$ cat config.mk
export PLATFORM = sky130hd
export DESIGN_NAME = operand_fetch_unit
export DESIGN_NICKNAME = d
export VERILOG_FILES = /design/src/rtl/operand_fetch_unit_pkg.sv /design/src/rtl/operand_fetch_unit_scoreboard.sv /design/src/rtl/operand_fetch_unit.sv
export SDC_FILE = /design/constraint.sdc
export NUM_CORES = 1
export LEC_CHECK = 0
export CORE_ASPECT_RATIO = 0.5
export CORE_MARGIN = 4
export CORE_UTILIZATION = 41
export CTS_CLUSTER_DIAMETER = 120
export CTS_CLUSTER_SIZE = 8
export DETAILED_ROUTE_END_ITERATION = 6
export PLACE_DENSITY = 0.77
export SLEW_MARGIN = 10
export SYNTH_ARGS = -nofsm -noshare
export SYNTH_HDL_FRONTEND = slang
export SYNTH_SLANG_ARGS = --single-unit
$ cat constraint.sdc
create_clock -name clk -period 2.75 [get_ports clk]
set_input_delay 0.55 -clock clk [delete_from_list [all_inputs] [get_ports clk]]
set_output_delay 0.55 -clock clk [all_outputs]
set_load 0.005 [all_outputs]
$ cat src/rtl/operand_fetch_unit_pkg.sv
// -----------------------------------------------------------------------------
// operand_fetch_unit_pkg
//   Shared definitions for the operand fetch unit and its scoreboard.
//   - REG_ADDR_W / NUM_REGS : integer register file geometry
//   - reg_idx_t             : register index type
//   - operand_bundle_t      : what the output stage hands to execute
//   - decoded_req_t         : fields of a decoded instruction as seen here
//   - wb_hits()             : "writeback this cycle targets register idx"
//   The struct widths follow the default DATA_WIDTH / PC_WIDTH of the unit.
// -----------------------------------------------------------------------------
package operand_fetch_unit_pkg;

    localparam int REG_ADDR_W = 5;
    localparam int NUM_REGS   = 32;
    localparam int DATA_W_DEF = 32;
    localparam int PC_W_DEF   = 32;

    typedef logic [REG_ADDR_W-1:0] reg_idx_t;

    typedef struct packed {
        logic [DATA_W_DEF-1:0] op1;
        logic [DATA_W_DEF-1:0] op2;
        reg_idx_t              rd;
        logic                  wr_rd;
        logic [PC_W_DEF-1:0]   pc;
    } operand_bundle_t;

    typedef struct packed {
        reg_idx_t            rs1;
        reg_idx_t            rs2;
        reg_idx_t            rd;
        logic                use_rs1;
        logic                use_rs2;
        logic                wr_rd;
        logic [PC_W_DEF-1:0] pc;
    } decoded_req_t;

    // x0 is hardwired, so a writeback to it never produces a usable value.
    function automatic logic wb_hits(input logic     we,
                                     input reg_idx_t wb_idx,
                                     input reg_idx_t idx);
        return we && (wb_idx != '0) && (wb_idx == idx);
    endfunction

endpackage

$ cat src/rtl/operand_fetch_unit_scoreboard.sv
// -----------------------------------------------------------------------------
// regfile_scoreboard
//   One busy bit per integer register: set when an instruction that will
//   write the register issues, cleared when its writeback arrives.
//   Ports:
//     clk, rst (async, active-low)
//     flush               : clears every bit on the next edge (highest priority)
//     set_en / set_idx    : mark a register as having a pending write
//     clr_en / clr_idx    : writeback retires the pending write
//     look_a/b/c_idx      : three combinational lookup indices
//     busy_a/b/c          : busy bit of the corresponding index (registered)
// -----------------------------------------------------------------------------
module regfile_scoreboard
    import operand_fetch_unit_pkg::*;
(
    input  logic     clk,
    input  logic     rst,
    input  logic     flush,
    input  logic     set_en,
    input  reg_idx_t set_idx,
    input  logic     clr_en,
    input  reg_idx_t clr_idx,
    input  reg_idx_t look_a_idx,
    input  reg_idx_t look_b_idx,
    input  reg_idx_t look_c_idx,
    output logic     busy_a,
    output logic     busy_b,
    output logic     busy_c
);

    logic [NUM_REGS-1:0] busy_q;
    logic [NUM_REGS-1:0] busy_d;

    // Clear is applied before set so that a register re-claimed in the same
    // cycle its previous write retires stays busy for the new writer.
    always_comb begin
        busy_d = busy_q;
        if (clr_en) begin
            busy_d[clr_idx] = 1'b0;
        end
        if (set_en) begin
            busy_d[set_idx] = 1'b1;
        end
        busy_d[0] = 1'b0;
        if (flush) begin
            busy_d = '0;
        end
    end

    always_ff @(posedge clk or negedge rst) begin
        if (!rst) begin
            busy_q <= '0;
        end else begin
            busy_q <= busy_d;
        end
    end

    assign busy_a = busy_q[look_a_idx];
    assign busy_b = busy_q[look_b_idx];
    assign busy_c = busy_q[look_c_idx];

endmodule

$ cat src/rtl/operand_fetch_unit.sv
// -----------------------------------------------------------------------------
// operand_fetch_unit
//   Reads source operands for decoded instructions from the integer register
//   file, stalls on RAW/WAW hazards against pending writes, bypasses the
//   current writeback and presents operands to execute from a one-entry
//   registered output stage (1-cycle latency from accept).
//
//   Handshakes (both sides): a transfer happens on a rising edge where
//   valid && ready are both 1. A producer holds valid and its payload stable
//   until the transfer. in_ready is computed without looking at in_valid;
//   out_valid and the out_* payload are registered and held while out_ready=0.
//
//   Ports:
//     clk, rst (async, active-low), flush (sync, drops everything in flight)
//     in_*        : decoded instruction (rs1, rs2, rd, use/write flags, pc)
//     rf_raddr*   : register file read addresses (combinational from in_rs*)
//     rf_rdata*   : register file combinational read data
//     wb_*        : writeback port shared with the register file
//     out_*       : operand bundle to execute
// -----------------------------------------------------------------------------
module operand_fetch_unit
    import operand_fetch_unit_pkg::*;
#(
    parameter int DATA_WIDTH = DATA_W_DEF,
    parameter int PC_WIDTH   = PC_W_DEF
) (
    input  logic                  clk,
    input  logic                  rst,
    input  logic                  flush,

    input  logic                  in_valid,
    output logic                  in_ready,
    input  logic [4:0]            in_rs1,
    input  logic [4:0]            in_rs2,
    input  logic [4:0]            in_rd,
    input  logic                  in_use_rs1,
    input  logic                  in_use_rs2,
    input  logic                  in_wr_rd,
    input  logic [PC_WIDTH-1:0]   in_pc,

    output logic [4:0]            rf_raddr1,
    output logic [4:0]            rf_raddr2,
    input  logic [DATA_WIDTH-1:0] rf_rdata1,
    input  logic [DATA_WIDTH-1:0] rf_rdata2,

    input  logic                  wb_regWrite,
    input  logic [4:0]            wb_rd,
    input  logic [DATA_WIDTH-1:0] wb_wdata,

    output logic                  out_valid,
    input  logic                  out_ready,
    output logic [DATA_WIDTH-1:0] out_op1,
    output logic [DATA_WIDTH-1:0] out_op2,
    output logic [4:0]            out_rd,
    output logic                  out_wr_rd,
    output logic [PC_WIDTH-1:0]   out_pc
);

    logic                  busy_rs1;
    logic                  busy_rs2;
    logic                  busy_rd;
    logic                  wb_hit1;
    logic                  wb_hit2;
    logic                  raw1;
    logic                  raw2;
    logic                  waw;
    logic                  stage_free;
    logic                  accept;
    logic                  sb_set;
    logic                  sb_clr;
    logic [DATA_WIDTH-1:0] op1_sel;
    logic [DATA_WIDTH-1:0] op2_sel;

    assign rf_raddr1 = in_rs1;
    assign rf_raddr2 = in_rs2;

    // A writeback landing this cycle resolves a pending read of the same
    // register, so it both cancels the RAW stall and supplies the data.
    assign wb_hit1 = wb_hits(wb_regWrite, wb_rd, in_rs1);
    assign wb_hit2 = wb_hits(wb_regWrite, wb_rd, in_rs2);

    assign raw1 = in_use_rs1 && (in_rs1 != '0) && busy_rs1 && !wb_hit1;
    assign raw2 = in_use_rs2 && (in_rs2 != '0) && busy_rs2 && !wb_hit2;
    assign waw  = in_wr_rd && (in_rd != '0) && busy_rd &&
                  !(wb_regWrite && (wb_rd == in_rd));

    assign stage_free = !out_valid || out_ready;
    assign in_ready   = stage_free && !raw1 && !raw2 && !waw && !flush;
    assign accept     = in_valid && in_ready;

    assign sb_set = accept && in_wr_rd && (in_rd != '0);
    assign sb_clr = wb_regWrite && (wb_rd != '0);

    regfile_scoreboard u_scoreboard (
        .clk        (clk),
        .rst        (rst),
        .flush      (flush),
        .set_en     (sb_set),
        .set_idx    (in_rd),
        .clr_en     (sb_clr),
        .clr_idx    (wb_rd),
        .look_a_idx (in_rs1),
        .look_b_idx (in_rs2),
        .look_c_idx (in_rd),
        .busy_a     (busy_rs1),
        .busy_b     (busy_rs2),
        .busy_c     (busy_rd)
    );

    // Operands are captured even when the instruction does not use them;
    // execute simply ignores the unused one.
    always_comb begin
        op1_sel = rf_rdata1;
        if (in_rs1 == '0) begin
            op1_sel = '0;
        end else if (wb_hit1) begin
            op1_sel = wb_wdata;
        end
    end

    always_comb begin
        op2_sel = rf_rdata2;
        if (in_rs2 == '0) begin
            op2_sel = '0;
        end else if (wb_hit2) begin
            op2_sel = wb_wdata;
        end
    end

    // Output stage. While out_valid && !out_ready, accept is impossible
    // (stage_free=0), so the payload holds by falling through every branch.
    always_ff @(posedge clk or negedge rst) begin
        if (!rst) begin
            out_valid <= 1'b0;
            out_op1   <= '0;
            out_op2   <= '0;
            out_rd    <= '0;
            out_wr_rd <= 1'b0;
            out_pc    <= '0;
        end else if (flush) begin
            out_valid <= 1'b0;
        end else if (accept) begin
            out_valid <= 1'b1;
            out_op1   <= op1_sel;
            out_op2   <= op2_sel;
            out_rd    <= in_rd;
            out_wr_rd <= in_wr_rd;
            out_pc    <= in_pc;
        end else if (out_ready) begin
            out_valid <= 1'b0;
        end
    end

endmodule

* Word-level counts from Yosys, hierarchy flattened
Index checks and enable logic that the tools add are counted.
** Storage, ports and cells
- Flip-flop bits (word level) :: 135
- Bits in latches :: 0
- RAM bits :: 0
- ROM bits :: 0
- Input port bits :: 157
- Output and inout bits :: 114
- Word-level logic and storage cells :: 79
- Memories :: 0
** Cells by class
- Add/subtract/negate cells :: 0
- Multiply operators :: 0
- Divide/modulo/power cells :: 0
- $lt $le $gt $ge :: 6
- Equal/unequal tests :: 3
- Shift-type cells :: 0
- Mux-type cells :: 20
- Bitwise operators :: 4
- Reduce and logical (&&, ||, !) cells :: 39
** Operators with widths (number)
- two-way mux 32 bit :: 7
- AND 32 bit :: 1
- inverter 32 bit :: 1
- bitwise OR 32 bit :: 1
- < comparator 5 x 6 -> 1 bit (second input constant) :: 4
- logical AND 1 bit :: 22
- nonzero test 5 bit :: 4
- binary-select mux 1 bit (select 5 bit) :: 3
- equality test 5 bit :: 3
- demux 1 bit (select 5 bit) :: 2
- >= comparator 5 x 1 -> 1 bit (second input constant) :: 2
- zero test 5 bit :: 2
- zero test 1 bit :: 8
- two-way mux 1 bit :: 8
- nonzero test 3 bit :: 1
- AND reduction 2 bit :: 1
- logical OR 1 bit :: 1
- inverter 1 bit :: 1

* Depth between registers and ports, before layout
- Word-level depth :: 15
- Depth in mapped cells :: 12
- Depth with buffers taken out :: 7

* Modules after synthesis
A second synthesis with hierarchy kept.
** Second synthesis, totals
- Cell total of the unflattened synthesis :: 672
- Area, all modules :: 7467.2 um^2
** Modules (own cells, without submodules)
- operand_fetch_unit :: instances 1, cells each 407, area an instance 5143.7 um^2, seq. area each 2577.5 um^2
- regfile_scoreboard :: instances 1, cells each 265, area an instance 2323.5 um^2, seq. area each 775.7 um^2

* Least setup slack after synthesis
OpenSTA, ideal clock, no wires.
- Path kind :: input-to-reg
- Start point :: in in_rd[0]
- End point :: reg out_pc[16]
- Library setup time :: 0.127 ns
- Arrival :: 2.850 ns
- Required time :: 2.623 ns
- Path slack :: -0.228 ns
- Cell stages on the path :: 11
- Buffers on the path :: 4
- Path through :: buf_6 -> mux4_2 -> a32o_1 -> nor4_1 -> a31oi_1 -> a31o_1 -> nor3b_2 -> buf_4 -> buf_12 -> buf_8 -> mux2_1
** On the way
- Longest elaborated chain between the ends :: 9
- Elaborated cells between the ends (all ways) :: 14
- Classes of those cells :: eq/ne (1); mux (2); reduce/logical (11)
** RTL lines
- start: declaration :: RTL line operand_fetch_unit.sv:35 : input logic [4:0] in_rd,
- binary-select mux 1 bit (select 5 bit) (tied with other cells) :: RTL line operand_fetch_unit_scoreboard.sv:60 : assign busy_c = busy_q[look_c_idx];
- two-way mux 1 bit (not written as such) (tied with other cells) :: RTL line operand_fetch_unit_scoreboard.sv:60
- logical AND 1 bit or zero test 1 bit (tied branches) :: RTL line operand_fetch_unit.sv:84, operand_fetch_unit.sv:85
- logical AND 1 bit (*) :: RTL line operand_fetch_unit.sv:84 : assign waw = in_wr_rd && (in_rd != '0) && busy_rd &&
- zero test 1 bit (*) :: RTL line operand_fetch_unit.sv:88 : assign in_ready = stage_free && !raw1 && !raw2 && !waw && !flush;
- logical AND 1 bit (*) (2 in series) :: RTL line operand_fetch_unit.sv:88
- logical AND 1 bit (*) :: RTL line operand_fetch_unit.sv:89 : assign accept = in_valid && in_ready;
- AND reduction 2 bit (no line) (*)
- end signal: assignment :: RTL line operand_fetch_unit.sv:148 : out_pc <= in_pc;
- end: declaration :: RTL line operand_fetch_unit.sv:56 : output logic [PC_WIDTH-1:0] out_pc
Mark *: on every way between the ends. The rest lies on a longest branch, timed or not. The select of a mux whose other input is x is not followed.
A chain may end at the register's enable or synchronous reset.

* Final worst setup path
- Start point :: reg u_scoreboard.busy_q[20]
- End point :: reg out_op2[1]
** On the way
- Longest elaborated chain between the ends :: 11
- Elaborated cells between the ends (all ways) :: 21
- Classes of those cells :: mux (6); reduce/logical (15)
** RTL lines
- start: declaration :: RTL line operand_fetch_unit_scoreboard.sv:31 : logic [NUM_REGS-1:0] busy_q;
- start signal: assignment :: RTL line operand_fetch_unit_scoreboard.sv:54 : busy_q <= busy_d;
- binary-select mux 1 bit (select 5 bit) :: RTL line operand_fetch_unit_scoreboard.sv:58 : assign busy_a = busy_q[look_a_idx];
- two-way mux 1 bit (not written as such) :: RTL line operand_fetch_unit_scoreboard.sv:58
- logical AND 1 bit (2 in series) :: RTL line operand_fetch_unit.sv:82 : assign raw1 = in_use_rs1 && (in_rs1 != '0) && busy_rs1 && !wb_hit1;
- zero test 1 bit :: RTL line operand_fetch_unit.sv:88
- logical AND 1 bit (2 in series) :: RTL line operand_fetch_unit.sv:88
- logical AND 1 bit (*) (2 in series) :: RTL line operand_fetch_unit.sv:88
- logical AND 1 bit (*) :: RTL line operand_fetch_unit.sv:89
- AND reduction 2 bit (no line) (*)
- end signal: assignment :: RTL line operand_fetch_unit.sv:145 : out_op2 <= op2_sel;
- end: declaration :: RTL line operand_fetch_unit.sv:53 : output logic [DATA_WIDTH-1:0] out_op2,
Marks and branches as above.

==> impl_metrics.yaml <==
power_and_ir_drop:
  p_leak_nw: 5.77
  power_per_cell_area_nw_per_um2: 601
  power_mw: 7.55
  ir_worst_vdd_mv: 0.392
sta:
  worst-slew-pin-transition_ns: 0.688
  fin_worst_skew_ns: 0.0131
  slew_violations: 0
  rsz0062_at_grt: "yes"
  setup_viol: 135
  min_period_ns: 3.24
  hold_viol: 0
  finalCritPeriodShare_pct: 118
  fin_ws_ns: -0.488
  timing.slew.headroom_pct: 54.1
  max_freq_ghz: 0.309
clock_tree:
  numClockSinks: 134
  numCtsBuffers: 17
  clk_pin_slew_ns: 0.06
  h-tree-depth: 4
  hold_buffers: 0
  cts_root_buf: "clkbuf_16"
  cts_tree: "built"
  clockBufferDepth: 2
  clock_latency_ns: 0.40
worst_setup_path:
  reg2reg_slack_ns: -0.49
  critPathKind: "reg2reg"
  reg2reg_depth: 14
  worstPathMaxFanout: 7
  cp.required_ns: 3.03
  rr_startpoint: "u_scoreboard.busy_q[20]$_DFF_PN0_"
  endpoint_kind: "register"
  startpoint: "u_scoreboard.busy_q[20]$_DFF_PN0_"
  start_kind: "register"
  arrival_ns: 3.52
  r2r_end: "out_op2[1]$_DFFE_PN0P_"
  crit_path_end: "out_op2[1]$_DFFE_PN0P_"
cells_and_area:
  layout-drive-gt1-share_pct: 30.3
  fill_cells: 1243
  areaGrowthSynthToFinish_pct: 68.6
  final_cells: 1244
  final_nets: 1154
  n_antenna_cell: 0
detailed_routing:
  dr.pass1.iters: 5
  antenna_left: 0
  post_drt_wl_per_cell_um: 22.6
  viasPerCell: 5.59
  vias: 6957
  drc_errors: 0
  drt-initial-drc-count: 640
  wl_mm: 28.1
placement:
  place.gp.congestion: 0.976
  hpwl_mm: 18.8
  portBuffers: 270
  dp.cells: 1175
yosys:
  async_flop_share_pct: 100
  syn_area_per_cell_um2: 11.7
  synth_edf_count: 0
  syn_area_um2: 7450
  netlist_instances: 635
  ys_warn_count: 0
  yosysSeqAreaShare_pct: 45.0
  ys_ff_latch: 134
  synth_ff_type: "dfrtp_1"
  synth_cell_types: 52
  syn_nets: 792
floorplanning:
  chipWidth_um: 199
  core_um2: 17600
  start_util_pct: 42.3
  dieArea_um2: 20500
  ioPinCount: 271
  rows: 34
  die_h_um: 103
status:
  status: "finished, violations left"
  violations: "setup timing"
worst_hold_path:
  worstHoldPathType: "in2async"
run:
  drv_cap: 0
global_routing:
  grt_pass1_vias: 7338
  grt_first_pass_wirelength_mm: 41.9
  grt_max_degree: 73
  grt_overflow: 0
  grtUsageTotal_pct: 26.3
  antenna_found_initial: 0
-- where the power goes --
group | switching (mW) | total (mW) | internal [mW]
logic | 0.813 | 2.53 | 1.72
clock network | 0.888 | 2.37 | 1.48
registers | 0.254 | 2.66 | 2.40
total | 1.95 | 7.55 | 5.60
-- critical path: stages (launching register included) --
cell,delay [ns]
dfrtp_1,0.40
buf_4,0.16
mux4_2,0.44
nor2b_1,0.14
a311o_1,0.30
a21oi_1,0.17
a31oi_1,0.08
buf_4,0.16
nor3b_4,0.36
buf_12,0.16
buf_6,0.10
buf_8,0.10
buf_12,0.11
buf_16,0.14
mux2_4,0.30
-- per-layer routing --
layer / track usage [%] / vias to the layer above / routed length, um
li1: - / 3086 / -
met1: 33.8 / 3521 / 11600
met2: 45.5 / 297 / 14000
met3: 5.47 / 53 / 1820
met4: 8.09 / 0 / 641
met5: 0 / - / 0
-- cell type report --
class	instances	area, um^2	area share [%]
multi-input combinational	435	4080	32.5
timing repair buffer	406	4210	33.5
sequential	134	3360	26.7
inverter	3	11.3	0.0897
tap	234	293	2.33
clock buffer	21	460	3.67
clock inverter	11	150	1.20
-- synth_stat cells, drive strengths merged, types with 13 or more instances --
master	count	area, um^2
mux2i	18	180
dfrtp	134	3350
mux2	107	1200
mux4	13	293
a21o	30	225
a21oi	15	75.1
a22o	64	561
clkbuf	26	97.6
buf	37	289
nor3b	27	208
nand2b	13	81.3
nor2	55	206
-- worst min path at each step --
stage	slack, ns	startpoint	cells past startpoint	end
after floorplan	0.25	rst	0	out_op1[0]$_DFFE_PN0P_
after global placement	0.47	out_pc[7]$_DFFE_PN0P_	1	out_pc[7]$_DFFE_PN0P_
after detailed placement	0.48	out_pc[8]$_DFFE_PN0P_	1	out_pc[8]$_DFFE_PN0P_
after CTS	0.19	rst	1	out_pc[25]$_DFFE_PN0P_
after global routing	0.19	rst	1	u_scoreboard.busy_q[5]$_DFF_PN0_
final	0.15	rst	1	u_scoreboard.busy_q[13]$_DFF_PN0_
-- layout by cell type (no fill, tap or decap), types with 3 or more instances in the layout --
| master | instances |
|---|---|
| buf_6 | 15 |
| mux2_1 | 8 |
| bufinv_16 | 3 |
| nor2_1 | 53 |
| nor3b_1 | 25 |
| nand3_1 | 9 |
| inv_1 | 3 |
| nor2b_1 | 7 |
| buf_12 | 11 |
| clkbuf_16 | 20 |
| a21o_1 | 30 |
| a22o_1 | 64 |
| buf_8 | 5 |
| nand3b_1 | 12 |
| mux2i_1 | 18 |
| a21oi_1 | 14 |
| dlygate4sd2_1 | 10 |
| mux2_2 | 31 |
| clkdlybuf4s50_1 | 254 |
| buf_4 | 93 |
| clkinv_4 | 4 |
| mux2_4 | 68 |
| nand2_1 | 7 |
| nand2b_1 | 13 |
| buf_16 | 11 |
| nand4_1 | 3 |
| mux4_2 | 13 |
| xnor2_1 | 9 |
| dfrtp_1 | 132 |
| xor2_1 | 5 |
-- logic make-up (layout without fill, tap and decap cells) --
logic type	after synthesis	count (layout)	share of synthesized area (%)
compound gates	134	134	14.4
simple gates	148	148	11.0
mux	138	138	22.5
xor+xnor	15	15	1.76
flops	134	134	45.0
buf+inv	66	441	5.34
-- registers in the layout, indices dropped and copies added (netlist names) --
signal and count:
out_valid 1, out_wr_rd 1, u_scoreboard.busy_q 31, out_rd 5, out_pc 32, out_op2 32, out_op1 32
-- stage by stage --
step / TNS [ns] / area [um^2] / hold WS (ns) / worst slack, ns / utilization (%)
CTS: -55.97 / 12300 / 0.186 / -0.490 / 69.9
global route: -72.51 / 12600 / 0.192 / -0.600 / 71.3
global placement: -136.71 / 10900 / 0.469 / -1.05 / 62.2
floorplan: -2.35 / 7500 / 0.254 / -0.0713 / -
finish: -57.82 / 12600 / 0.154 / -0.488 / 71.3
detailed placement: -137.59 / 10900 / 0.475 / -1.07 / 62.2
-- repair_timing --
| item | in CTS | in global routing |
|---|---|---|
| cloned | 8 | 3 |
| pin swaps | 5 | 6 |
| endpoints found under the setup margin | 135 | 135 |
| resized for setup | 114 | 25 |
| buffers inserted | 20 | 6 |
Power figures use the tool's default switching activity.
